[src/rtl/cache_req_arbiter_pkg.sv]
// Shared types and defaults for the cache request arbiter: FSM encoding,
// access classification and default per-level costs.
package cache_req_arbiter_pkg;

    typedef enum logic [1:0] {
        ST_IDLE  = 2'd0,
        ST_ISSUE = 2'd1,
        ST_WAIT  = 2'd2,
        ST_RESP  = 2'd3
    } arb_state_t;

    typedef enum logic [1:0] {
        CLS_MISS = 2'd0,
        CLS_L1   = 2'd1,
        CLS_L2   = 2'd2
    } hit_cls_t;

    localparam int DEF_ADDR_W   = 11;
    localparam int DEF_L1_COST  = 1;
    localparam int DEF_L2_COST  = 10;
    localparam int DEF_MEM_COST = 100;

    // An L1 hit takes precedence even when the L2 also reports a hit.
    function automatic hit_cls_t classify(input logic l1_hit, input logic l2_hit);
        hit_cls_t cls_v;
        if (l1_hit) begin
            cls_v = CLS_L1;
        end else if (l2_hit) begin
            cls_v = CLS_L2;
        end else begin
            cls_v = CLS_MISS;
        end
        return cls_v;
    endfunction

endpackage

[src/rtl/cache_req_arbiter_rr_arbiter.sv]
// Combinational round-robin picker: one-hot grant to the first requester
// found searching upward from pointer+1, wrapping at NREQ.
module rr_arbiter #(
    parameter int NREQ  = 2,
    parameter int PTR_W = (NREQ > 1) ? $clog2(NREQ) : 1
) (
    input  logic [NREQ-1:0]  req,
    input  logic [PTR_W-1:0] pointer,
    output logic [NREQ-1:0]  grant
);

    logic [PTR_W-1:0] idx_s;
    logic             found_s;

    // Walk the requesters in rotated order, granting the first one asserted.
    always_comb begin
        grant   = '0;
        found_s = 1'b0;
        idx_s   = '0;
        for (int off = 1; off <= NREQ; off++) begin
            idx_s        = PTR_W'((int'(pointer) + off) % NREQ);
            grant[idx_s] = req[idx_s] & ~found_s;
            found_s      = found_s | req[idx_s];
        end
    end

endmodule

[src/rtl/cache_req_arbiter.sv]
// Round-robin arbiter sharing one cache system port between NREQ requesters,
// sequencing read/response and keeping saturating hit/miss/cost statistics.
module cache_req_arbiter
    import cache_req_arbiter_pkg::*;
#(
    parameter int NREQ     = 2,
    parameter int ADDR_W   = DEF_ADDR_W,
    parameter int DATA_W   = 32,
    parameter int RESP_LAT = 1,
    parameter int CNT_W    = 16,
    parameter int COST_W   = 24,
    parameter int L1_COST  = DEF_L1_COST,
    parameter int L2_COST  = DEF_L2_COST,
    parameter int MEM_COST = DEF_MEM_COST
) (
    input  logic                   clk,
    input  logic                   rst,
    input  logic [NREQ-1:0]        req_valid,
    input  logic [NREQ*ADDR_W-1:0] req_addr,
    output logic [NREQ-1:0]        req_ready,
    output logic [NREQ-1:0]        rsp_valid,
    output logic [DATA_W-1:0]      rsp_data,
    output logic                   rsp_l1_hit,
    output logic                   rsp_l2_hit,
    output logic                   cache_read,
    output logic [ADDR_W-1:0]      cache_addr,
    input  logic [DATA_W-1:0]      cache_data,
    input  logic                   cache_l1_hit,
    input  logic                   cache_l2_hit,
    input  logic                   stat_clear,
    output logic [CNT_W-1:0]       stat_l1_hits,
    output logic [CNT_W-1:0]       stat_l2_hits,
    output logic [CNT_W-1:0]       stat_misses,
    output logic [COST_W-1:0]      stat_cost
);

    localparam int PTR_W = (NREQ > 1) ? $clog2(NREQ) : 1;
    localparam int LAT_W = (RESP_LAT > 1) ? $clog2(RESP_LAT) : 1;

    arb_state_t        state_r, state_s;
    logic [PTR_W-1:0]  ptr_r;
    logic [PTR_W-1:0]  gnt_idx_r, gnt_idx_s;
    logic [NREQ-1:0]   gnt_s;
    logic [ADDR_W-1:0] addr_sel_s;
    logic [LAT_W-1:0]  wait_cnt_r;
    logic              accept_s;
    logic              cache_read_r;
    logic [ADDR_W-1:0] cache_addr_r;
    logic [NREQ-1:0]   rsp_valid_r;
    logic [DATA_W-1:0] rsp_data_r;
    logic              rsp_l1_hit_r, rsp_l2_hit_r;
    logic [CNT_W-1:0]  l1_cnt_r, l2_cnt_r, miss_cnt_r;
    logic [COST_W-1:0] cost_r;

    function automatic logic [CNT_W-1:0] sat_inc(input logic [CNT_W-1:0] val);
        return (&val) ? val : val + {{(CNT_W-1){1'b0}}, 1'b1};
    endfunction

    function automatic logic [COST_W-1:0] sat_add_cost(input logic [COST_W-1:0] acc,
                                                       input logic [COST_W-1:0] inc);
        logic [COST_W:0] sum_v;
        sum_v = {1'b0, acc} + {1'b0, inc};
        return sum_v[COST_W] ? {COST_W{1'b1}} : sum_v[COST_W-1:0];
    endfunction

    rr_arbiter #(.NREQ(NREQ), .PTR_W(PTR_W)) u_rr (
        .req     (req_valid),
        .pointer (ptr_r),
        .grant   (gnt_s)
    );

    // Grant index and granted address from the one-hot grant.
    always_comb begin
        gnt_idx_s  = '0;
        addr_sel_s = '0;
        for (int i = 0; i < NREQ; i++) begin
            gnt_idx_s  = gnt_idx_s | (gnt_s[i] ? PTR_W'(i) : {PTR_W{1'b0}});
            addr_sel_s = addr_sel_s | (gnt_s[i] ? req_addr[i*ADDR_W +: ADDR_W] : {ADDR_W{1'b0}});
        end
    end

    // Ready is only offered in IDLE and is held low throughout reset.
    always_comb begin
        if (state_r == ST_IDLE) begin
            req_ready = gnt_s & {NREQ{rst}};
        end else begin
            req_ready = '0;
        end
        accept_s = |req_ready;
    end

    // Next-state logic for the access sequencer.
    always_comb begin
        state_s = state_r;
        case (state_r)
            ST_IDLE: begin
                if (accept_s) begin
                    state_s = ST_ISSUE;
                end else begin
                    state_s = ST_IDLE;
                end
            end
            ST_ISSUE: state_s = ST_WAIT;
            ST_WAIT: begin
                if (wait_cnt_r == {LAT_W{1'b0}}) begin
                    state_s = ST_RESP;
                end else begin
                    state_s = ST_WAIT;
                end
            end
            ST_RESP: state_s = ST_IDLE;
            default: state_s = ST_IDLE;
        endcase
    end

    // State register plus cache-side and response-side datapath registers.
    always_ff @(posedge clk or negedge rst) begin
        if (!rst) begin
            state_r      <= ST_IDLE;
            ptr_r        <= PTR_W'(NREQ - 1);
            gnt_idx_r    <= '0;
            wait_cnt_r   <= '0;
            cache_read_r <= 1'b0;
            cache_addr_r <= '0;
            rsp_valid_r  <= '0;
            rsp_data_r   <= '0;
            rsp_l1_hit_r <= 1'b0;
            rsp_l2_hit_r <= 1'b0;
        end else begin
            state_r      <= state_s;
            cache_read_r <= (state_r == ST_IDLE) && accept_s;
            rsp_valid_r  <= '0;
            case (state_r)
                ST_IDLE: begin
                    if (accept_s) begin
                        cache_addr_r <= addr_sel_s;
                        gnt_idx_r    <= gnt_idx_s;
                    end
                end
                ST_ISSUE: wait_cnt_r <= LAT_W'(RESP_LAT - 1);
                ST_WAIT: begin
                    if (wait_cnt_r == {LAT_W{1'b0}}) begin
                        rsp_data_r   <= cache_data;
                        rsp_l1_hit_r <= cache_l1_hit;
                        rsp_l2_hit_r <= cache_l2_hit;
                        rsp_valid_r  <= {{(NREQ-1){1'b0}}, 1'b1} << gnt_idx_r;
                    end else begin
                        wait_cnt_r <= wait_cnt_r - {{(LAT_W-1){1'b0}}, 1'b1};
                    end
                end
                ST_RESP: ptr_r <= gnt_idx_r;
                default: ptr_r <= ptr_r;
            endcase
        end
    end

    // Statistics: a clear takes priority over the access finishing this cycle.
    always_ff @(posedge clk or negedge rst) begin
        if (!rst) begin
            l1_cnt_r   <= '0;
            l2_cnt_r   <= '0;
            miss_cnt_r <= '0;
            cost_r     <= '0;
        end else if (stat_clear) begin
            l1_cnt_r   <= '0;
            l2_cnt_r   <= '0;
            miss_cnt_r <= '0;
            cost_r     <= '0;
        end else if (state_r == ST_RESP) begin
            case (classify(rsp_l1_hit_r, rsp_l2_hit_r))
                CLS_L1: begin
                    l1_cnt_r <= sat_inc(l1_cnt_r);
                    cost_r   <= sat_add_cost(cost_r, COST_W'(L1_COST));
                end
                CLS_L2: begin
                    l2_cnt_r <= sat_inc(l2_cnt_r);
                    cost_r   <= sat_add_cost(cost_r, COST_W'(L2_COST));
                end
                CLS_MISS: begin
                    miss_cnt_r <= sat_inc(miss_cnt_r);
                    cost_r     <= sat_add_cost(cost_r, COST_W'(MEM_COST));
                end
                default: cost_r <= cost_r;
            endcase
        end
    end

    assign cache_read   = cache_read_r;
    assign cache_addr   = cache_addr_r;
    assign rsp_valid    = rsp_valid_r;
    assign rsp_data     = rsp_data_r;
    assign rsp_l1_hit   = rsp_l1_hit_r;
    assign rsp_l2_hit   = rsp_l2_hit_r;
    assign stat_l1_hits = l1_cnt_r;
    assign stat_l2_hits = l2_cnt_r;
    assign stat_misses  = miss_cnt_r;
    assign stat_cost    = cost_r;

endmodule

[config.mk]
export PLATFORM = sky130hd
export DESIGN_NAME = cache_req_arbiter
export DESIGN_NICKNAME = d
export VERILOG_FILES = /design/src/rtl/cache_req_arbiter_pkg.sv /design/src/rtl/cache_req_arbiter_rr_arbiter.sv /design/src/rtl/cache_req_arbiter.sv
export SDC_FILE = /design/constraint.sdc
export NUM_CORES = 1
export LEC_CHECK = 0
export ABC_AREA = 1
export CORE_MARGIN = 4
export CORE_UTILIZATION = 32
export DETAILED_ROUTE_END_ITERATION = 7
export PLACE_DENSITY = 0.66
export SLEW_MARGIN = 40
export SYNTH_ARGS = -nofsm -noshare
export SYNTH_HDL_FRONTEND = slang
export SYNTH_SLANG_ARGS = --single-unit
[constraint.sdc]
create_clock -name clk -period 1.6 [get_ports clk]
set_input_delay 0.16 -clock clk [delete_from_list [all_inputs] [get_ports clk]]
set_output_delay 0.16 -clock clk [all_outputs]
set_load 0.03 [all_outputs]
==> summary.md <==
In this run the mean area of a mapped cell was 7.27 µm². The run gives 0 as the total congestion overflow after global routing. Setup violations remaining at the end of the flow were counted as 31. The floorplan step set the die width to 164 µm. The logs give 8557 for the number of global-route vias before repair and 0 for the final count of hold timing violations. Summing every instance area after synthesis gives 7740 µm².

The launching point of the worst reg2reg path was stat_cost[2]. The height of the die works out to 164 µm. The net count of the finished layout is 1495.

The tools report the sink count of the clock tree as 124. The startpoint identified for the worst hold timing path is cache_data[21]. The layout has 2227 filler cells.

The share of Yosys cell area claimed by the top area cell type is 0.398. The placed wire-length estimate was 19300 µm. sky130_fd_sc_hd__dfrtp_1 takes more of the synthesized area than any other cell.

The final weighted congestion in routability-driven placement is 0.894, and the final period demand of the worst path is 1.70 ns. In this run the clock root is driven by a sky130_fd_sc_hd__clkbuf_16. Placement row count: 56. The logs give 183 for the number of ports placed on the die boundary and 0.0126 ns for the setup skew after layout.

Number of antenna repair diodes: 0. The tools report the area of the core region as 23600 µm². The proportion of total power due to net switching is 0.453.

TritonCTS built the clock tree. The logs give 0.505 for the worst max-slew margin expressed relative to the limit and 2 for the maximum buffer depth of the clock tree. The initial antenna violation count was 2.

The clock input transition at the sequential cells of the worst setup and hold paths came out at 0.06 ns. The number of nets in the synthesized netlist is 1136. The number of max-capacitance violations reported is 0, and the count of distinct cell types in the synthesized netlist is 43. The logs give 0.201 for the all-layer global routing usage and 27500 µm for the final wirelength. The worst-case setup margin in the final layout was -0.0972 ns. The share of the core filled with cells is 0.542. The checks that failed: negative setup slack.

The logs give 8504 for the detailed-route via count and 1.97 ns for the worst path arrival time. In this run the tool buffered the top-level ports with 182 buffer cells. For the number of remaining DRC errors, the log shows 0. Sequential group share of total power: 0.273. STA classifies the critical path startpoint as a flop. The multi-input gate area in the final layout was 5000 µm².

The endpoint type of the worst setup path is a flop. The critical path is of the flop to flop type. In this run the worst setup path begins at stat_cost[2]. The starting utilization of the core area was 0.328. The proportion of register bits with asynchronous set or reset after synthesis came out at 1.00. OpenSTA, run right after detailed placement, puts the worst setup slack at -0.147 ns. In this run the power spent charging and discharging nets is 7.72 mW. The run gives 0.512 as the share of total power in combinational logic. For the total cell area at the placement stage, the log shows 11300 µm².

For the static leakage, the log shows 6.24 nW. The run gives 0.589 GHz as the maximum operating frequency. The logs give 17 for the number of buffers created by CTS and 125 for the largest net degree at the start of global routing. Once detail routing completed, the nets flagged for antenna violations numbered 0. The highest net fanout along the worst path is 11, and the measured slew at the worst slew-check pin is 0.742 ns.

The synthesized design contains 124 register bits. Leading register cell type out of synthesis: sky130_fd_sc_hd__dfrtp_1. Area used by sequential logic in the layout: 3150 µm². The run finished, with violations left.

The synthesis-to-layout area growth came out at 65.3%. The routed wirelength normalized by instance count is 15.6 µm, and the H-tree depth reported by CTS is 4. Path type of the worst min-delay path: input port to flop. For the sequential area share after synthesis, the log shows 0.401. Setup repair after global routing could not meet its margin everywhere.

Cell internal power was estimated by the tool at 9.31 mW. The run gives 0.215 as the share of power burned in the clock network. The tools report the first-pass GRT wire length as 43200 µm.

The Yosys step of the flow raised 0 warnings. The number of synthesized flops with an enable pin is 0. By instance count, the leading cell after synthesis is sky130_fd_sc_hd__nand2_1.

The run gives 0 as the max-slew violation total from the final report. The number of cells produced by synthesis was 1065; the flop-to-flop setup slack was -0.1 ns. The logs give 12800 µm² for the final instance area and 1.87 ns for the critical path data required time. Clock latency on the worst-skew pair, taken at its later pin, is 0.42 ns. By count the netlist is led by sky130_fd_sc_hd__nand2_1 (351), sky130_fd_sc_hd__dfrtp_1 (123), sky130_fd_sc_hd__inv_1 (101). The first-pass iteration count of the detailed router came out at 5. By area the synthesized netlist is led by sky130_fd_sc_hd__dfrtp_1 (40%), sky130_fd_sc_hd__nand2_1 (17%), sky130_fd_sc_hd__nand3_1 (6.1%), sky130_fd_sc_hd__xor2_1 (5.2%), sky130_fd_sc_hd__inv_1 (4.9%). The floorplan step defined a die boundary enclosing 26700 µm². The largest voltage drop on the vdd net came out at 0.893 mV. Share of layout cells above drive strength 1: 0.335. The final clock period utilization by the worst path came out at 1.06.

The detailed router's first-iteration violation count is 452, and the post-detailed-route via-to-cell ratio is 4.84. The power density of the placed cells was 1330 nW/µm².
==> registers in the layout (all words and copies together), names as in the netlist, 2 cells and up <==
name          flops
rsp_data         32
rsp_valid         2
stat_l1_hits     16
stat_cost        24
stat_l2_hits     16
cache_addr       11
state_r           2
stat_misses      16
==> cells by family (layout without fill, tap and decap cells) <==
kind of cell             after synthesis  count (layout)  share of synthesized area
adder cells (fa/ha/maj)               10              10                     0.0162
buffers and inverters                140             509                     0.0760
AND/OR/NAND/NOR                      617             620                      0.354
AO/OA/AOI/OAI                        125             125                     0.0975
XOR/XNOR                              49              49                     0.0554
flip-flops                           124             124                      0.401
==> power groups by stage <==
stage | clock [mW] | combinational, mW | sequential, mW
floorplan | 0 | 3.11 | 6.13
global placement | 0 | 8.16 | 4.64
detailed placement | 0 | 8.26 | 4.65
CTS | 3.77 | 8.34 | 4.63
global route | 3.91 | 9.48 | 4.75
finish | 3.66 | 8.72 | 4.64
==> critical path, stage by stage, from the launching register on <==
cell	delay, ns
sky130_fd_sc_hd__dfrtp_2	0.47
sky130_fd_sc_hd__ha_4	0.21
sky130_fd_sc_hd__nand2_4	0.08
sky130_fd_sc_hd__nor2_4	0.04
sky130_fd_sc_hd__nand2_2	0.09
sky130_fd_sc_hd__inv_2	0.05
sky130_fd_sc_hd__a21oi_4	0.18
sky130_fd_sc_hd__buf_12	0.17
sky130_fd_sc_hd__nand2_1	0.05
sky130_fd_sc_hd__o21ai_1	0.10
sky130_fd_sc_hd__o22ai_1	0.11
==> worst paths after layout <==
kind | cells past startpoint | end
max in group asynchronous | 3 | stat_l2_hits[1]
min in group asynchronous | 3 | stat_misses[6]
hold reg to reg | 2 | rsp_data[20]
setup reg to reg | 10 | stat_cost[2]
setup / recovery | 10 | stat_cost[2]
hold / removal | 3 | rsp_data[21]
==> per-layer routing <==
| layer | part of all wire | up-vias | GRT usage |
|---|---|---|---|
| li1 | - | 4194 | - |
| met2 | 0.48 | 274 | 0.320 |
| met5 | 0.00087 | - | 0 |
| met3 | 0.079 | 50 | 0.0691 |
| met1 | 0.42 | 3982 | 0.255 |
| met4 | 0.022 | 4 | 0.0717 |
==> layout make-up <==
cell class                 count  area share
sequential                   124       0.247
timing repair buffer         371       0.256
clock buffer                  18      0.0335
tap                          319      0.0312
multi-input combinational    804       0.391
clock inverter                14     0.00900
inverter                     106      0.0327
==> cell usage in the layout, fill, tap and decap left out, drive strengths merged <==
master | netlist | layout
dfrtp | 123 | 123
o22ai | 5 | 5
nor3 | 19 | 19
xnor2 | 3 | 3
dfstp | 1 | 1
nor2 | 101 | 101
dlygate4sd2 | 0 | 107
a31oi | 13 | 13
nand4 | 28 | 28
clkinvlp | 0 | 7
o31ai | 12 | 12
o21ai | 61 | 61
o21bai | 1 | 1
clkdlybuf4s15 | 0 | 8
xor2 | 46 | 46
nor4 | 3 | 3
clkinv | 2 | 6
a21oi | 29 | 29
nand3b | 6 | 6
nand2 | 363 | 366
ha | 10 | 10
inv | 104 | 107
o221ai | 1 | 1
clkdlybuf4s50 | 0 | 59
nand3 | 97 | 97
o211ai | 3 | 3
clkbuf | 17 | 20
buf | 17 | 194
dlygate4sd3 | 0 | 1
==> through the flow <==
stage	cells	hold WS, ns	power, mW	TNS, ns
floorplan	1065	-0.136	9.24	-3.89
global placement	1679	0.379	12.8	-2.21
detailed placement	1679	0.382	12.9	-4.22
CTS	1725	0.256	16.7	-1.15
global route	1756	0.265	18.1	-6.38
finish	1756	0.279	17.0	-1.50
==> repair_timing <==
item | 4_1_cts | 5_1_grt
gates cloned | 1 | 4
setup buffers | 14 | 27
setup endpoints to repair | 159 | 86
gates resized for setup | 203 | 137
pin swaps | 32 | 71
hold buffers | 1 | 0
endpoints found under the hold margin | 123 | 0
No activity file was read; power rests on OpenSTA's default activity.
